File: config.mk
export PLATFORM = sky130hd
export DESIGN_NAME = sensor_node_responder
export DESIGN_NICKNAME = d
export VERILOG_FILES = /design/src/rtl/sensor_node_responder.sv
export SDC_FILE = /design/constraint.sdc
export NUM_CORES = 1
export LEC_CHECK = 0
export ABC_AREA = 1
export CAP_MARGIN = 20
export CORE_UTILIZATION = 69
export DETAILED_ROUTE_END_ITERATION = 10
export DONT_BUFFER_PORTS = 1
export GPL_TIMING_DRIVEN = 0
export HOLD_SLACK_MARGIN = 0.15
export PLACE_DENSITY = 0.95
export RECOVER_POWER = 25
export SYNTH_ARGS = -nofsm -noshare
export SYNTH_HDL_FRONTEND = slang
export SYNTH_SLANG_ARGS = --single-unit
File: constraint.sdc
create_clock -name clk_25mhz -period 2.67 [get_ports clk_25mhz]
set_input_delay 0.1335 -clock clk_25mhz [delete_from_list [all_inputs] [get_ports clk_25mhz]]
set_output_delay 0.1335 -clock clk_25mhz [all_outputs]
set_load 0.05 [all_outputs]
File: src/rtl/sensor_node_responder.sv
// sensor_node_responder: node side of the hub<->node sensor link.
// Decodes hub requests, snapshots the addressed sensor and replies with a
// header byte followed by the measurement byte.
module sensor_node_responder #(
   parameter int         CLK_FREQ_HZ        = 25_000_000,
   parameter int         BAUD_RATE          = 9600,
   parameter logic [1:0] NODE_ID            = 2'd0,
   parameter logic [3:0] SENSOR_MASK        = 4'b1111,
   parameter int         REQ_TIMEOUT_CYCLES = (CLK_FREQ_HZ / BAUD_RATE) * 20,
   parameter int         TURNAROUND_CYCLES  = 250
) (
   input  logic        clk_25mhz,
   input  logic        reset_n_internal,
   input  logic        rx_dv,
   input  logic [7:0]  rx_byte,
   input  logic        tx_active,
   input  logic        tx_done,
   input  logic [31:0] sensor_data,
   output logic        tx_dv,
   output logic [7:0]  tx_byte,
   output logic        busy,
   output logic [7:0]  req_count,
   output logic [7:0]  err_count
);

   localparam int TMAX = REQ_TIMEOUT_CYCLES > TURNAROUND_CYCLES ? REQ_TIMEOUT_CYCLES : TURNAROUND_CYCLES;
   localparam int TW   = $clog2(TMAX + 1);

   typedef enum logic [2:0] {IDLE, WAIT_ARG, TURNAROUND, SEND_HDR, WAIT_HDR, SEND_VAL, WAIT_VAL} state_t;

   state_t        state;
   logic [TW-1:0] timer;
   logic [1:0]    sala;
   logic [1:0]    sensor;
   logic [7:0]    hdr;
   logic [7:0]    val;
   logic          drop;
   logic          timed_out;
   logic          turned;
   logic [7:0]    sel_byte;
   logic          unused_arg_bits;

   // The two low bits of the request byte carry no meaning on this node.
   assign unused_arg_bits = ^rx_byte[1:0];

   assign busy = state != IDLE;

   // Byte-drop detection, timer terminal counts and the addressed sensor byte.
   always_comb begin
      drop      = rx_dv && (state == IDLE ? rx_byte[7:6] != 2'b10 : state != WAIT_ARG);
      timed_out = timer == TW'(REQ_TIMEOUT_CYCLES - 1);
      turned    = timer == TW'(TURNAROUND_CYCLES - 1);
      sel_byte  = sensor_data[{sensor, 3'b000} +: 8];
   end

   // Request/response sequencer with registered UART strobe and counters.
   always_ff @(posedge clk_25mhz or negedge reset_n_internal) begin
      if (!reset_n_internal) begin
         state     <= IDLE;
         timer     <= '0;
         sala      <= 2'd0;
         sensor    <= 2'd0;
         hdr       <= 8'h00;
         val       <= 8'h00;
         tx_dv     <= 1'b0;
         tx_byte   <= 8'h00;
         req_count <= 8'd0;
         err_count <= 8'd0;
      end else begin
         tx_dv <= 1'b0;
         if (drop && err_count != 8'hFF) err_count <= err_count + 8'd1;
         case (state)
            IDLE:
               if (rx_dv && rx_byte[7:6] == 2'b10) begin
                  sala   <= rx_byte[5:4];
                  sensor <= rx_byte[3:2];
                  timer  <= '0;
                  state  <= WAIT_ARG;
               end
            WAIT_ARG:
               if (rx_dv || timed_out) begin
                  timer <= '0;
                  hdr   <= {2'b11, sala, sensor, SENSOR_MASK[sensor] ? 2'b00 : 2'b01};
                  val   <= SENSOR_MASK[sensor] ? sel_byte : 8'h00;
                  state <= sala == NODE_ID ? TURNAROUND : IDLE;
               end else begin
                  timer <= timer + TW'(1);
               end
            TURNAROUND:
               if (turned) state <= SEND_HDR;
               else timer <= timer + TW'(1);
            SEND_HDR:
               if (!tx_active) begin
                  tx_dv   <= 1'b1;
                  tx_byte <= hdr;
                  state   <= WAIT_HDR;
               end
            WAIT_HDR:
               if (tx_done) state <= SEND_VAL;
            SEND_VAL:
               if (!tx_active) begin
                  tx_dv   <= 1'b1;
                  tx_byte <= val;
                  state   <= WAIT_VAL;
               end
            WAIT_VAL:
               if (tx_done) begin
                  req_count <= req_count + 8'd1;
                  state     <= IDLE;
               end
            default:
               state <= IDLE;
         endcase
      end
   end

endmodule
==> metrics.md <==
| Metric | Value |
|---|---|
| Leakage power | `2.11 nW` |
| Clock buffer count from CTS | `9` |
| Critical path fanouts, max | `8` |
| Status | `finished clean` |
| Vias | `3689` |
| CP Cell Sequence | `inv_1 -> nand2_4 -> nor2_1 -> inv_1 -> nor2_2 -> nand2_1 -> dlygate4sd3_1 -> o21ai_0` |
| Peak VDD IR | `0.00105 V` |
| Crit Path Category | `register to register` |
| Layout cell share with drive strength beyond 1 | `11.9%` |
| Setup WS post-layout | `0.214 ns` |
| First-pass DRT Iterations | `6` |
| Mapped Nets | `548` |
| Worst-Skew Late Latency | `0.35 ns` |
| I/O pin cnt | `71` |
| Worst path max stage delay | `0.58 ns` |
| Hold WC Path Type | `input pin to register` |
| Global route total overflow | `0` |
| Seq cells post-synth | `61` |
| CTS tree | `done` |
| Pre-CTS WS | `0.812 ns` |
| FILL cells | `270` |
| Non-Filler Instances | `610` |
| Post-CTS Setup Bufs | `0` |
| 1st-iter DRT viols | `399` |
| Routed wire per std cell | `17.3 um` |
| Critical Path End Type | `register` |
| Ys async rst share | `100%` |
| Number of routed nets with antenna violations | `0` |
| Clock slew at the register clock pins of the worst setup and hold paths | `0.07 ns` |
| Final Skew | `0.00828 ns` |
| HP Start | `rx_dv` |
| Root Buffer | `clkbuf_8` |
| Core ar. | `0.00517 mm2` |
| Least-Margin Pin Slew | `1.48 ns` |
| Setup violators final | `0` |
| Crit path launch type | `register` |
| Fmax | `407 MHz` |
| Post-Syn Instances | `499` |
| Initial antenna violation count | `0` |
| PD cells | `1070 mW/mm2` |
| Post-Syn Area | `0.00373 mm2` |
| First-pass GRT wire length | `16500 um` |
| R2r startpoint | `state[1]$_DFFE_PN0P_` |
| Register area share after synthesis | `40.9%` |
| All-Layer GR Usage | `39.9%` |
| Worst EP required | `2.93 ns` |
| Top cell by count, worst path | `inv_1` |
| Avg Inst Size Synth | `7.48 um2` |
| Tcrit/Tclk final | `92.0%` |
| Number of global-route vias before repair | `3590` |
| CTS sink count | `61` |
| Area of the die | `0.00571 mm2` |
| FF-to-FF path depth | `8` |
| Setup TNS | `0 ns` |
| Post-synth EDFFs | `0` |
| Final Net Count | `585` |
| Diode count | `0` |
| H-tree Lvls | `3` |
| Endpoint, Worst Hold | `sala[1]$_DFFE_PN0P_` |
| Vias per inst | `6.05` |
| Max_cap viols | `0` |
| Final Hold Fails | `0` |
| Area grow syn2layout | `14.0%` |
| Die W | `75.6 um` |
| Die Span Y | `75.6 um` |
| R2R Setup Slk | `0.21 ns` |
| DP HPWL | `5880 um` |
| YS warnings | `0` |
| Endpoint of the worst-slack reg-to-reg timing path | `sensor[0]$_DFFE_PN0P_` |
| Placed cells | `569` |
| DP Area | `0.00382 mm2` |
| Detailed Route WL | `10500 um` |
| Critical Path AT | `2.71 ns` |
| Slowest CP cell | `dlygate4sd3_1` |
| Predominant post-synthesis flop cell | `dfrtp_1` |
| Starting Density | `72.2%` |
| Global placement routability congestion | `0.974` |
| Tmin final | `2.46 ns` |
| Post-synthesis cell type count | `38` |
| Worst Hold Depth | `3` |
| Fin. max-slew vios | `0` |
| Relative slew slack | `1.51%` |
| Clock Path Buffers | `2` |
| Rows | `26` |
| Largest net degree at the start of global routing | `62` |
| DRC viols | `0` |
| Buffers added on ports | `0` |
| Final instance area | `0.00426 mm2` |
| RSZ-0062 raised after global routing | `no` |
==> critical path, delay by kind of cell (launching register included) <==
| family | cells | cell delay, ns |
|---|---|---|
| flip-flops | 1 | 0.44 |
| AO/OA/AOI/OAI | 1 | 0.10 |
| buffers and inverters | 3 | 1.02 |
| AND/OR/NAND/NOR | 4 | 0.79 |
==> cell families after synthesis <==
group | Yosys count | synth area share, %
compound gates | 60 | 9.35
xor+xnor | 18 | 4.42
fa+ha+maj | 4 | 1.34
buf+inv | 69 | 8.51
flops | 61 | 40.9
simple gates | 287 | 35.5
==> cell usage after synthesis, types with 3 or more instances <==
library cell	instances	area share, %
nand3_1	44	5.9
buf_6	4	1.2
xor2_1	13	3.0
ha_1	4	1.3
dfrtp_1	61	41
nand4_1	15	2.5
nand2_2	5	0.84
nor2_1	50	5.0
o22ai_1	8	1.3
nand2_1	151	15
nor2_4	5	1.5
buf_4	3	0.60
nand3_2	3	0.80
inv_1	49	4.9
o21ai_1	20	2.7
o21ai_0	24	3.2
xnor2_1	4	0.94
buf_2	3	0.40
or2_2	4	0.67
inv_2	7	0.70
==> through the flow <==
| stage | hold slack, ns | util, % | power, mW |
|---|---|---|---|
| global route | 0.203 | 82.3 | 4.79 |
| CTS | 0.157 | 82.7 | 4.39 |
| finish | 0.155 | 82.3 | 4.58 |
| global placement | -0.160 | 73.9 | 3.37 |
| detailed placement | -0.160 | 73.9 | 3.47 |
| floorplan | -0.162 | - | 3.12 |
==> state kept, by name (all words and copies together) (netlist names) <==
signal     cells
err_count      8
hdr            5
req_count      8
sala           2
sensor         2
state          3
timer         16
tx_byte        8
tx_dv          1
val            8
==> worst max-delay path by stage <==
stage	from	endpoint	slack, ns
after floorplan	err_count[0]$_DFFE_PN0P_	err_count[0]$_DFFE_PN0P_	0.94
after global placement	err_count[0]$_DFFE_PN0P_	err_count[0]$_DFFE_PN0P_	0.82
after detailed placement	state[2]$_DFFE_PN0P_	sensor[1]$_DFFE_PN0P_	0.81
after CTS	state[2]$_DFFE_PN0P_	sensor[0]$_DFFE_PN0P_	0.30
after global routing	state[1]$_DFFE_PN0P_	sensor[0]$_DFFE_PN0P_	0.14
final	state[1]$_DFFE_PN0P_	sensor[0]$_DFFE_PN0P_	0.21
==> timing repair <==
action | CTS | global route
endpoints found under the hold margin | 97 | 0
hold buffers | 26 | 0
resized for setup | 0 | 1
setup endpoints to repair | 0 | 1
==> cell usage in the layout (no fill, tap or decap), drive strengths merged, types with 14 or more instances in the layout <==
master	n
inv	57
nor2	57
nand3	49
nand4	15
dfrtp	61
xor2	14
nand2	157
clkbuf	16
dlygate4sd3	25
o21ai	47
==> per-layer routing <==
layer | routed length [um] | track usage, %
met5 | 0 | 0
met4 | 335 | 23.5
met3 | 820 | 10.7
met2 | 5450 | 69.4
met1 | 3930 | 43.7
==> layout make-up <==
| type | count | area, um2 | share of cell area [%] |
|---|---|---|---|
| plain buffers | 12 | 101 | 2.38 |
| clock buffers | 14 | 173 | 4.06 |
| clock inverters | 1 | 5.00 | 0.118 |
| inverters | 57 | 216 | 5.08 |
| multi-input cells | 369 | 1890 | 44.5 |
| flip-flops and latches | 61 | 1530 | 35.9 |
| well taps | 70 | 87.6 | 2.06 |
| repair buffers | 26 | 255 | 5.99 |
==> power breakdown <==
part           switching, mW  internal (mW)  total (mW)
registers              0.798           1.20        1.99
clock network          0.341          0.407       0.748
logic                   1.16          0.671        1.83
total                   2.30           2.27        4.58
Power figures use the tool's default switching activity.
